$ cat src/rtl/sort_arb_pkg.sv
// Shared constants, FSM state type and debug view for the sort_arb scheduler.
package sort_arb_pkg;

  localparam int NCH = 8;  // character slots per job
  localparam int CW  = 4;  // character index width
  localparam int WW  = 5;  // weight width

  // Sentinel written into unused slots; all-ones weight sorts them to the end.
  localparam logic [3:0] CHAR_PAD   = 4'hF;
  localparam logic [4:0] WEIGHT_PAD = 5'h1F;

  typedef enum logic [1:0] {
    IDLE = 2'd0,
    SORT = 2'd1,
    RESP = 2'd2
  } arb_state_t;

  // Internal state exposed for observation.
  typedef struct packed {
    arb_state_t state;
    logic       ptr;     // last-served requester
    logic       gnt_id;  // owner of the response being presented
  } dbg_t;

endpackage

$ cat src/rtl/sort_arb_rr.sv
// Two-way picker: round-robin on ties, single requester always wins.
// Build option: SORT_ARB_FIXED_PRIO_EN turns it into fixed priority
// (requester 0 wins ties) and removes the pointer register; ptr_o then
// reads constant 1.
module sort_arb_rr (
  input  logic       clk,
  input  logic       rst_n,
  input  logic [1:0] req_i,
  input  logic       accept_i,
  output logic [1:0] gnt_o,
  output logic       ptr_o
);

`ifdef SORT_ARB_FIXED_PRIO_EN

  logic unused_inputs;
  assign unused_inputs = ^{clk, rst_n, accept_i};

  // Requester 0 has absolute priority.
  always_comb begin
    gnt_o = 2'b00;
    if (req_i[0])      gnt_o = 2'b01;
    else if (req_i[1]) gnt_o = 2'b10;
  end

  assign ptr_o = 1'b1;

`else

  logic ptr_q, ptr_d;

  // Grant: a lone requester wins; on a tie the one not served last wins.
  always_comb begin
    gnt_o = 2'b00;
    ptr_d = ptr_q;
    case (req_i)
      2'b01:   gnt_o = 2'b01;
      2'b10:   gnt_o = 2'b10;
      2'b11:   gnt_o = ptr_q ? 2'b01 : 2'b10;
      default: gnt_o = 2'b00;
    endcase
    if (accept_i) ptr_d = gnt_o[1];
  end

  // Last-served pointer; reset to 1 so requester 0 wins the first tie.
  always_ff @(posedge clk or negedge rst_n) begin
    if (!rst_n) ptr_q <= 1'b1;
    else        ptr_q <= ptr_d;
  end

  assign ptr_o = ptr_q;

`endif

endmodule

$ cat src/rtl/sort_arb.sv
// Two-requester scheduler in front of the shared combinational sorter.
// Accepts a job, pads unused slots with sentinels, presents the operands to
// the sorter for one cycle, and returns the sorted characters as a one-cycle
// pulse on resp_valid. Build option: SORT_ARB_FIXED_PRIO_EN (fixed priority
// instead of round-robin in sort_arb_rr).
//
// Handshake: a job on requester i transfers on a rising edge where
// req_valid[i] and req_ready[i] are both high. req_ready is offered only in
// IDLE or RESP, only to the arbitration winner, and never depends on
// resp_valid. Requesters hold valid and data until ready. Responses have no
// backpressure: requester i samples resp_char while resp_valid[i] is high.
module sort_arb
  import sort_arb_pkg::*;
#(
  parameter int NCH = sort_arb_pkg::NCH,
  parameter int CW  = sort_arb_pkg::CW,
  parameter int WW  = sort_arb_pkg::WW
) (
  input  logic                  clk,
  input  logic                  rst_n,
  input  logic [1:0]            req_valid,
  output logic [1:0]            req_ready,
  input  logic [7:0]            req_len,
  input  logic [2*NCH*CW-1:0]   req_char,
  input  logic [2*NCH*WW-1:0]   req_weight,
  output logic [NCH*CW-1:0]     sort_in_char,
  output logic [NCH*WW-1:0]     sort_in_weight,
  input  logic [NCH*CW-1:0]     sort_out_char,
  output logic [1:0]            resp_valid,
  output logic [NCH*CW-1:0]     resp_char,
  output dbg_t                  dbg_o
);

  localparam int CHW = NCH * CW;
  localparam int WTW = NCH * WW;

  arb_state_t     state_q, state_d;
  logic [1:0]     gnt;
  logic           rr_ptr;
  logic           accept_en;
  logic           accept;
  logic           sel;

  logic [3:0]     len_sel;
  logic [CHW-1:0] char_sel, char_pad;
  logic [WTW-1:0] wt_sel, wt_pad;

  logic [CHW-1:0] op_char_q, op_char_d;
  logic [WTW-1:0] op_wt_q, op_wt_d;
  logic           owner_q, owner_d;
  logic           gnt_id_q, gnt_id_d;
  logic [CHW-1:0] resp_char_q, resp_char_d;

  // Acceptance is possible in IDLE and, overlapping the response, in RESP.
  assign accept_en = (state_q == IDLE) || (state_q == RESP);
  assign req_ready = accept_en ? gnt : 2'b00;
  assign accept    = |req_ready;
  assign sel       = req_ready[1];

  sort_arb_rr u_rr (
    .clk      (clk),
    .rst_n    (rst_n),
    .req_i    (req_valid),
    .accept_i (accept),
    .gnt_o    (gnt),
    .ptr_o    (rr_ptr)
  );

  // Select the winner's operands and overwrite slots at or beyond req_len.
  // Since k < NCH always, k >= len also covers the clamp of len to NCH.
  always_comb begin
    len_sel  = sel ? req_len[7:4] : req_len[3:0];
    char_sel = sel ? req_char[2*CHW-1:CHW]  : req_char[CHW-1:0];
    wt_sel   = sel ? req_weight[2*WTW-1:WTW] : req_weight[WTW-1:0];
    char_pad = char_sel;
    wt_pad   = wt_sel;
    for (int k = 0; k < NCH; k++) begin
      if (k >= int'(len_sel)) begin
        char_pad[(NCH-1-k)*CW +: CW] = CW'(CHAR_PAD);
        wt_pad[(NCH-1-k)*WW +: WW]   = WW'(WEIGHT_PAD);
      end
    end
  end

  // Next state and response outputs.
  always_comb begin
    state_d    = state_q;
    resp_valid = 2'b00;
    case (state_q)
      IDLE: if (accept) state_d = SORT;
      SORT: state_d = RESP;
      RESP: begin
        resp_valid = gnt_id_q ? 2'b10 : 2'b01;
        state_d    = accept ? SORT : IDLE;
      end
      default: state_d = IDLE;
    endcase
  end

  // Datapath next values: operands load on accept, result loads in SORT.
  always_comb begin
    op_char_d   = op_char_q;
    op_wt_d     = op_wt_q;
    owner_d     = owner_q;
    gnt_id_d    = gnt_id_q;
    resp_char_d = resp_char_q;
    if (accept) begin
      op_char_d = char_pad;
      op_wt_d   = wt_pad;
      owner_d   = sel;
    end
    if (state_q == SORT) begin
      resp_char_d = sort_out_char;
      gnt_id_d    = owner_q;
    end
  end

  // State register.
  always_ff @(posedge clk or negedge rst_n) begin
    if (!rst_n) state_q <= IDLE;
    else        state_q <= state_d;
  end

  // Operand, owner and result registers; an async reset drops any job.
  always_ff @(posedge clk or negedge rst_n) begin
    if (!rst_n) begin
      op_char_q   <= '0;
      op_wt_q     <= '0;
      owner_q     <= 1'b0;
      gnt_id_q    <= 1'b0;
      resp_char_q <= '0;
    end else begin
      op_char_q   <= op_char_d;
      op_wt_q     <= op_wt_d;
      owner_q     <= owner_d;
      gnt_id_q    <= gnt_id_d;
      resp_char_q <= resp_char_d;
    end
  end

  assign sort_in_char   = op_char_q;
  assign sort_in_weight = op_wt_q;
  assign resp_char      = resp_char_q;
  assign dbg_o          = '{state: state_q, ptr: rr_ptr, gnt_id: gnt_id_q};

endmodule
$ cat config.mk
export PLATFORM = sky130hd
export DESIGN_NAME = sort_arb
export DESIGN_NICKNAME = d
export VERILOG_FILES = /design/src/rtl/sort_arb_pkg.sv /design/src/rtl/sort_arb_rr.sv /design/src/rtl/sort_arb.sv
export SDC_FILE = /design/constraint.sdc
export NUM_CORES = 1
export LEC_CHECK = 0
export BUFFER_PORTS_ARGS = -buffer_cell sky130_fd_sc_hd__buf_2
export CORE_AREA = 2 2 115 117
export DETAILED_ROUTE_END_ITERATION = 12
export DIE_AREA = 0 0 117 119
export GPL_TIMING_DRIVEN = 0
export PLACE_DENSITY = 0.73
export RECOVER_POWER = 25
export SLEW_MARGIN = 10
export SYNTH_ARGS = -nofsm -noshare
export SYNTH_HDL_FRONTEND = slang
export SYNTH_SLANG_ARGS = --single-unit
export TNS_END_PERCENT = 10
$ cat constraint.sdc
create_clock -name clk -period 2.5 [get_ports clk]
set_input_delay 0.5 -clock clk [delete_from_list [all_inputs] [get_ports clk]]
set_output_delay 0.5 -clock clk [all_outputs]
set_load 0.02 [all_outputs]
======== Word-level counts from Yosys, hierarchy flattened ========
Index checks and enable logic that the tools add are counted.
operators by class
  $lt $le $gt $ge ......................... 8
  eq/ne operators ......................... 6
  muxes and demuxes ....................... 27
  reduce and logical (&&, ||, !) cells .... 3
operators by type and width
  cell                number
  $mux 40             1
  $mux 5              8
  $mux 4              9
  $mux 32             1
  $ge 3x4->1 const A  4
  $pmux 2 s3          2
  $mux 2              5
  $ge 1x4->1 const A  2
  $ge 2x4->1 const A  2
  $eq 2x2->1 const B  3
  $eq 2x1->1 const B  2
  $logic_not 2->1     1
  $ne 2x2->1 const B  1
  $reduce_or 2->1     1
  $logic_or 1x1->1    1
  $mux 1              1
word-level totals
  flip-flop bits (word level) ............. 109
  bits of input ports ..................... 188
  output and inout bits ................... 112
  word-level logic and storage cells ...... 51

======== Logic depth before layout (Yosys ltp) ========
  depth in word-level cells ............... 6
  depth in mapped cells ................... 8
  mapped depth without buffers ............ 5

======== By module ========
Synthesis repeated with hierarchy kept, for this count alone.
second synthesis, totals
  cell total of the unflattened synthesis .. 476
  area total of the unflattened synthesis .. 4993.5 µm²
by module, submodules not included
  module       instances  cells an instance  area an instance (µm²)  seq. area each (µm²)
  sort_arb     1          471                4929.7                  2702.6
  sort_arb_rr  1          5                  63.8                    26.3

======== Least setup slack after synthesis ========
No wires, ideal clock.
  kind .................................... reg-to-output
  from .................................... reg state_q[0]
  to ...................................... out resp_valid[0]
  data arrival time ....................... 1326 ps
  required time ........................... 2000 ps
  setup slack ............................. 674 ps
  stages on the path, launching flop included .. 4
  path buffers ............................ 2
  cell sequence ........................... dfrtp_1 > clkbuf_2 > buf_2 > nor3b_1
between the ends
  cells in the longest elaborated chain, start to end .. 2
ends and longest elaborated chain
  element                 RTL line         RTL
  start, declared         sort_arb.sv:37   arb_state_t state_q, state_d;
  start signal, assigned  sort_arb.sv:121  else state_q <= state_d;
  $eq 2x2->1              sort_arb.sv:89   case (state_q)
  $mux 2                  sort_arb.sv:89
  end, declared           sort_arb.sv:29   output logic [1:0] resp_valid,
Every way passes these cells.

======== Worst setup path after layout ========
  from .................................... reg state_q[0]
  to ...................................... out req_ready[1]
between the ends
  cells in the longest elaborated chain, start to end .. 3
  elaborated cells between the ends (all ways) .. 4
  those cells by class .................... eq/ne (1); mux (1); reduce/logical (2)
ends and longest elaborated chain
  element                                               RTL line        RTL
  $eq 2x2->1 / $logic_not 2->1 (equally long branches)  sort_arb.sv:55  assign accept_en = (state_q == IDLE) || (state_q == RESP);
  $logic_or 1x1->1 (*)                                  sort_arb.sv:55
  $mux 2 (*)                                            sort_arb.sv:56  assign req_ready = accept_en ? gnt : 2'b00;
  end, declared                                         sort_arb.sv:22  output logic [1:0] req_ready,
Mark *: on every way between the ends. The rest lies on a longest branch, timed or not.

==> results.sh <==
export IMPL_status="finished, final reports clean"
export IMPL_die_area_um2=13900
export IMPL_cts_sinks=109
export IMPL_cts_made_buffers=9
export IMPL_finalHoldViolCount=0
export IMPL_drcViolationCount=0
export IMPL_holdPathStages=2
export IMPL_cp_arrival_ns=1.84
export IMPL_critPathMaxStageDelay_ns=0.43
export IMPL_critPathSlowestCell="dfrtp_1"
export IMPL_nNetsFinal=961
export IMPL_crit_buf_inv=5
export IMPL_ys_seq_area_share_pct=55.6
export IMPL_vias_per_cell=4.95
export IMPL_slew_viol_final=0
export IMPL_routabilityCongestion=0.824
export IMPL_grt_max_degree=90
export IMPL_p_leak_uw=0.00326
export IMPL_drt_total_wl_mm=15.3
export IMPL_p_per_area_nw_per_um2=853
export IMPL_cap_violations=0
export IMPL_finalClockSkew_ns=0.00938
export IMPL_crit_family="buffers and inverters"
export IMPL_grt_pass1_vias=4688
export IMPL_r2r_start="state_q[0]$_DFFE_PN0P_"
export IMPL_cp_max_fo=10
export IMPL_pin_count=300
export IMPL_die_x_um=117
export IMPL_relSlewSlack_pct=16.3
export IMPL_syn2layout_area_growth_pct=41.6
export IMPL_crit_path_start="state_q[0]$_DFFE_PN0P_"
export IMPL_finalCritPeriodShare_pct=93.4
export IMPL_antenna_found_initial=0
export IMPL_fmax_ghz=0.428
export IMPL_start_util_pct=38.1
export IMPL_diodes=0
export IMPL_peakVddDrop_mv=0.332
export IMPL_drtIter0Drc=273
export IMPL_fin_hold_ws_ns=0.375
export IMPL_ant_nets=0
export IMPL_totalPowerFinal_uw=5930
export IMPL_cpMostUsedCell="buf_2"
export IMPL_syn_area_per_cell_um2=10.6
export IMPL_grt_pass1_wl_mm=23.3
export IMPL_numPortBuffers=297
export IMPL_startpoint_type="flip-flop"
export IMPL_drt_first_pass_iters=6
export IMPL_worstSetupPathType="flip-flop to output port"
export IMPL_wl_per_cell_um=16.1
export IMPL_hold_path_class="primary input to flip-flop"
export IMPL_syn_inst=463
export IMPL_rsz0062_at_grt="false"
export IMPL_setup_viol=0
export IMPL_clk_pin_slew_ns=0.08
export IMPL_tritoncts="done"
export IMPL_cp_end_kind="output port"
export IMPL_drive_gt1_share_pct=48.6
export IMPL_synth_top_cell_by_area="dfrtp_1"
export IMPL_tightest_slew_ns=1.26
export IMPL_num_vias=4721
export IMPL_stdcell_count=953
export IMPL_dp_cells=937
export IMPL_grt_ovfl_total=0
export IMPL_syn_num_nets=651
export IMPL_syn_cell_area_um2=4910
export IMPL_synth_seq_cells=109
export IMPL_ys_warn_count=0
export IMPL_period_needed_ns=2.34
export IMPL_synthArstFlopShare_pct=100
export IMPL_htreeDepth=3
export IMPL_synth_ff_type="dfrtp_1"
export IMPL_synthTopCellsByArea="dfrtp_1 55%, mux2_2 7.6%, nor2_1 7.0%"
export IMPL_row_count=42
export IMPL_synth_top_area_share_pct=55.1
export IMPL_clkLatencyLatePin_ns=0.35
export IMPL_hpwl_mm=12.1
export IMPL_core_um2=12900
export IMPL_min_from="sort_out_char[13]"
export IMPL_worstSetupPathDepth=6
export IMPL_r2r_cells=6
export IMPL_worstPathRequired_ns=2.00
export IMPL_synth_edf_count=0
export IMPL_synth_cell_types=36
export IMPL_postCtsSetupBuffers=0
export IMPL_crit_path_cell_trace="clkbuf_2 -> inv_2 -> nand2_2 -> inv_4 -> buf_2 -> buf_2"
export IMPL_grt_usage_pct=21.9
export IMPL_clockBufferDepth=2
export IMPL_clockRootBuffer="clkbuf_16"
export IMPL_die_h_um=119
## where the power goes
group / switching (uW) / internal [uW] / total, uW / leakage, uW
clock: 658 / 789 / 1450 / 0.000145
combinational: 1280 / 799 / 2080 / 0.00191
sequential: 214 / 2180 / 2400 / 0.00121
## logic make-up after synthesis
family / Yosys count / share of synthesized area (%)
compound gates: 123 / 18.6
buf+inv: 43 / 3.98
flops: 109 / 55.6
mux: 33 / 7.57
simple gates: 155 / 14.2
## per-stage QoR
stage | area [um2] | setup TNS (ns) | worst slack [ns] | utilization, %
2_1_floorplan | 4910 | 0 | 0.674 | -
3_3_place_gp | 6620 | -37.25 | -0.355 | 51.4
3_5_place_dp | 6650 | 0 | 0.240 | 51.6
4_1_cts | 6960 | 0 | 0.0724 | 54.0
5_1_grt | 6950 | 0 | 0.0332 | 54.0
6_report | 6950 | 0 | 0.164 | 54.0
## area by class of cell
class | count | area (um2)
Buffer | 38 | 176
Clock buffer | 10 | 229
Clock inverter | 5 | 67.6
Fill cell | 1199 | 5920
Inverter | 5 | 21.3
Multi-Input combinational cell | 311 | 1980
Sequential cell | 109 | 2730
Tap cell | 176 | 220
Timing Repair Buffer | 299 | 1520
## routing by layer
metal	global-route usage, %	part of all wire [%]
met1	26.2	41
met2	38.6	50
met3	4.33	6.1
met4	7.79	2.2
met5	0	0
## what timing repair did
item,in CTS,in global routing
hold buffers,1,0
hold endpoints to repair,20,0
gates resized for setup,1,1
endpoints found under the setup margin,1,1
## synth_stat cells, types with 4 or more instances
library cell	n
a21oi_1	7
a221oi_1	27
buf_2	17
clkbuf_1	16
dfrtp_1	108
mux2_2	33
nand2_1	17
nand3_1	4
nor2_1	92
nor3_1	14
nor3b_1	19
o21ai_0	10
o21bai_1	18
o22ai_1	32
o31ai_1	14
## registers in the layout, summed over array words and instances, names as in the netlist
signal / flops
gnt_id_q: 1
owner_q: 1
resp_char: 32
sort_in_char: 32
sort_in_weight: 40
state_q: 2
u_rr.ptr_o: 1
## placed cells by master, fill, tap and decap left out, types with 2 or more instances in the layout
cell type,count
a211oi_2,2
inv_6,2
dfrtp_1,108
o21ai_2,3
a32oi_1,2
nand3_1,4
nand2b_1,2
nor3_1,14
o21ai_0,10
a221oi_1,27
a211o_1,2
inv_2,2
and3_1,2
mux2_2,33
nor2_1,92
clkbuf_16,9
o22ai_1,32
buf_2,313
or3_1,3
a21oi_1,7
nand2_1,17
o21bai_1,18
o31ai_1,14
inv_1,2
nor3b_1,19
clkbuf_1,18
buf_4,3
## path summary, 6_finish.rpt
kind,end,slack [ns]
setup / recovery,req_ready[1],0.16
hold / removal,resp_char[13]$_DFFE_PN0N_,0.37
setup reg to reg,sort_in_weight[29]$_DFFE_PN0P_,0.54
hold reg to reg,sort_in_weight[22]$_DFFE_PN0P_,0.48
max in group asynchronous,u_rr.ptr_o$_DFFE_PN1P_,0.52
min in group asynchronous,resp_char[5]$_DFFE_PN0N_,0.95
Power figures use the tool's default switching activity.
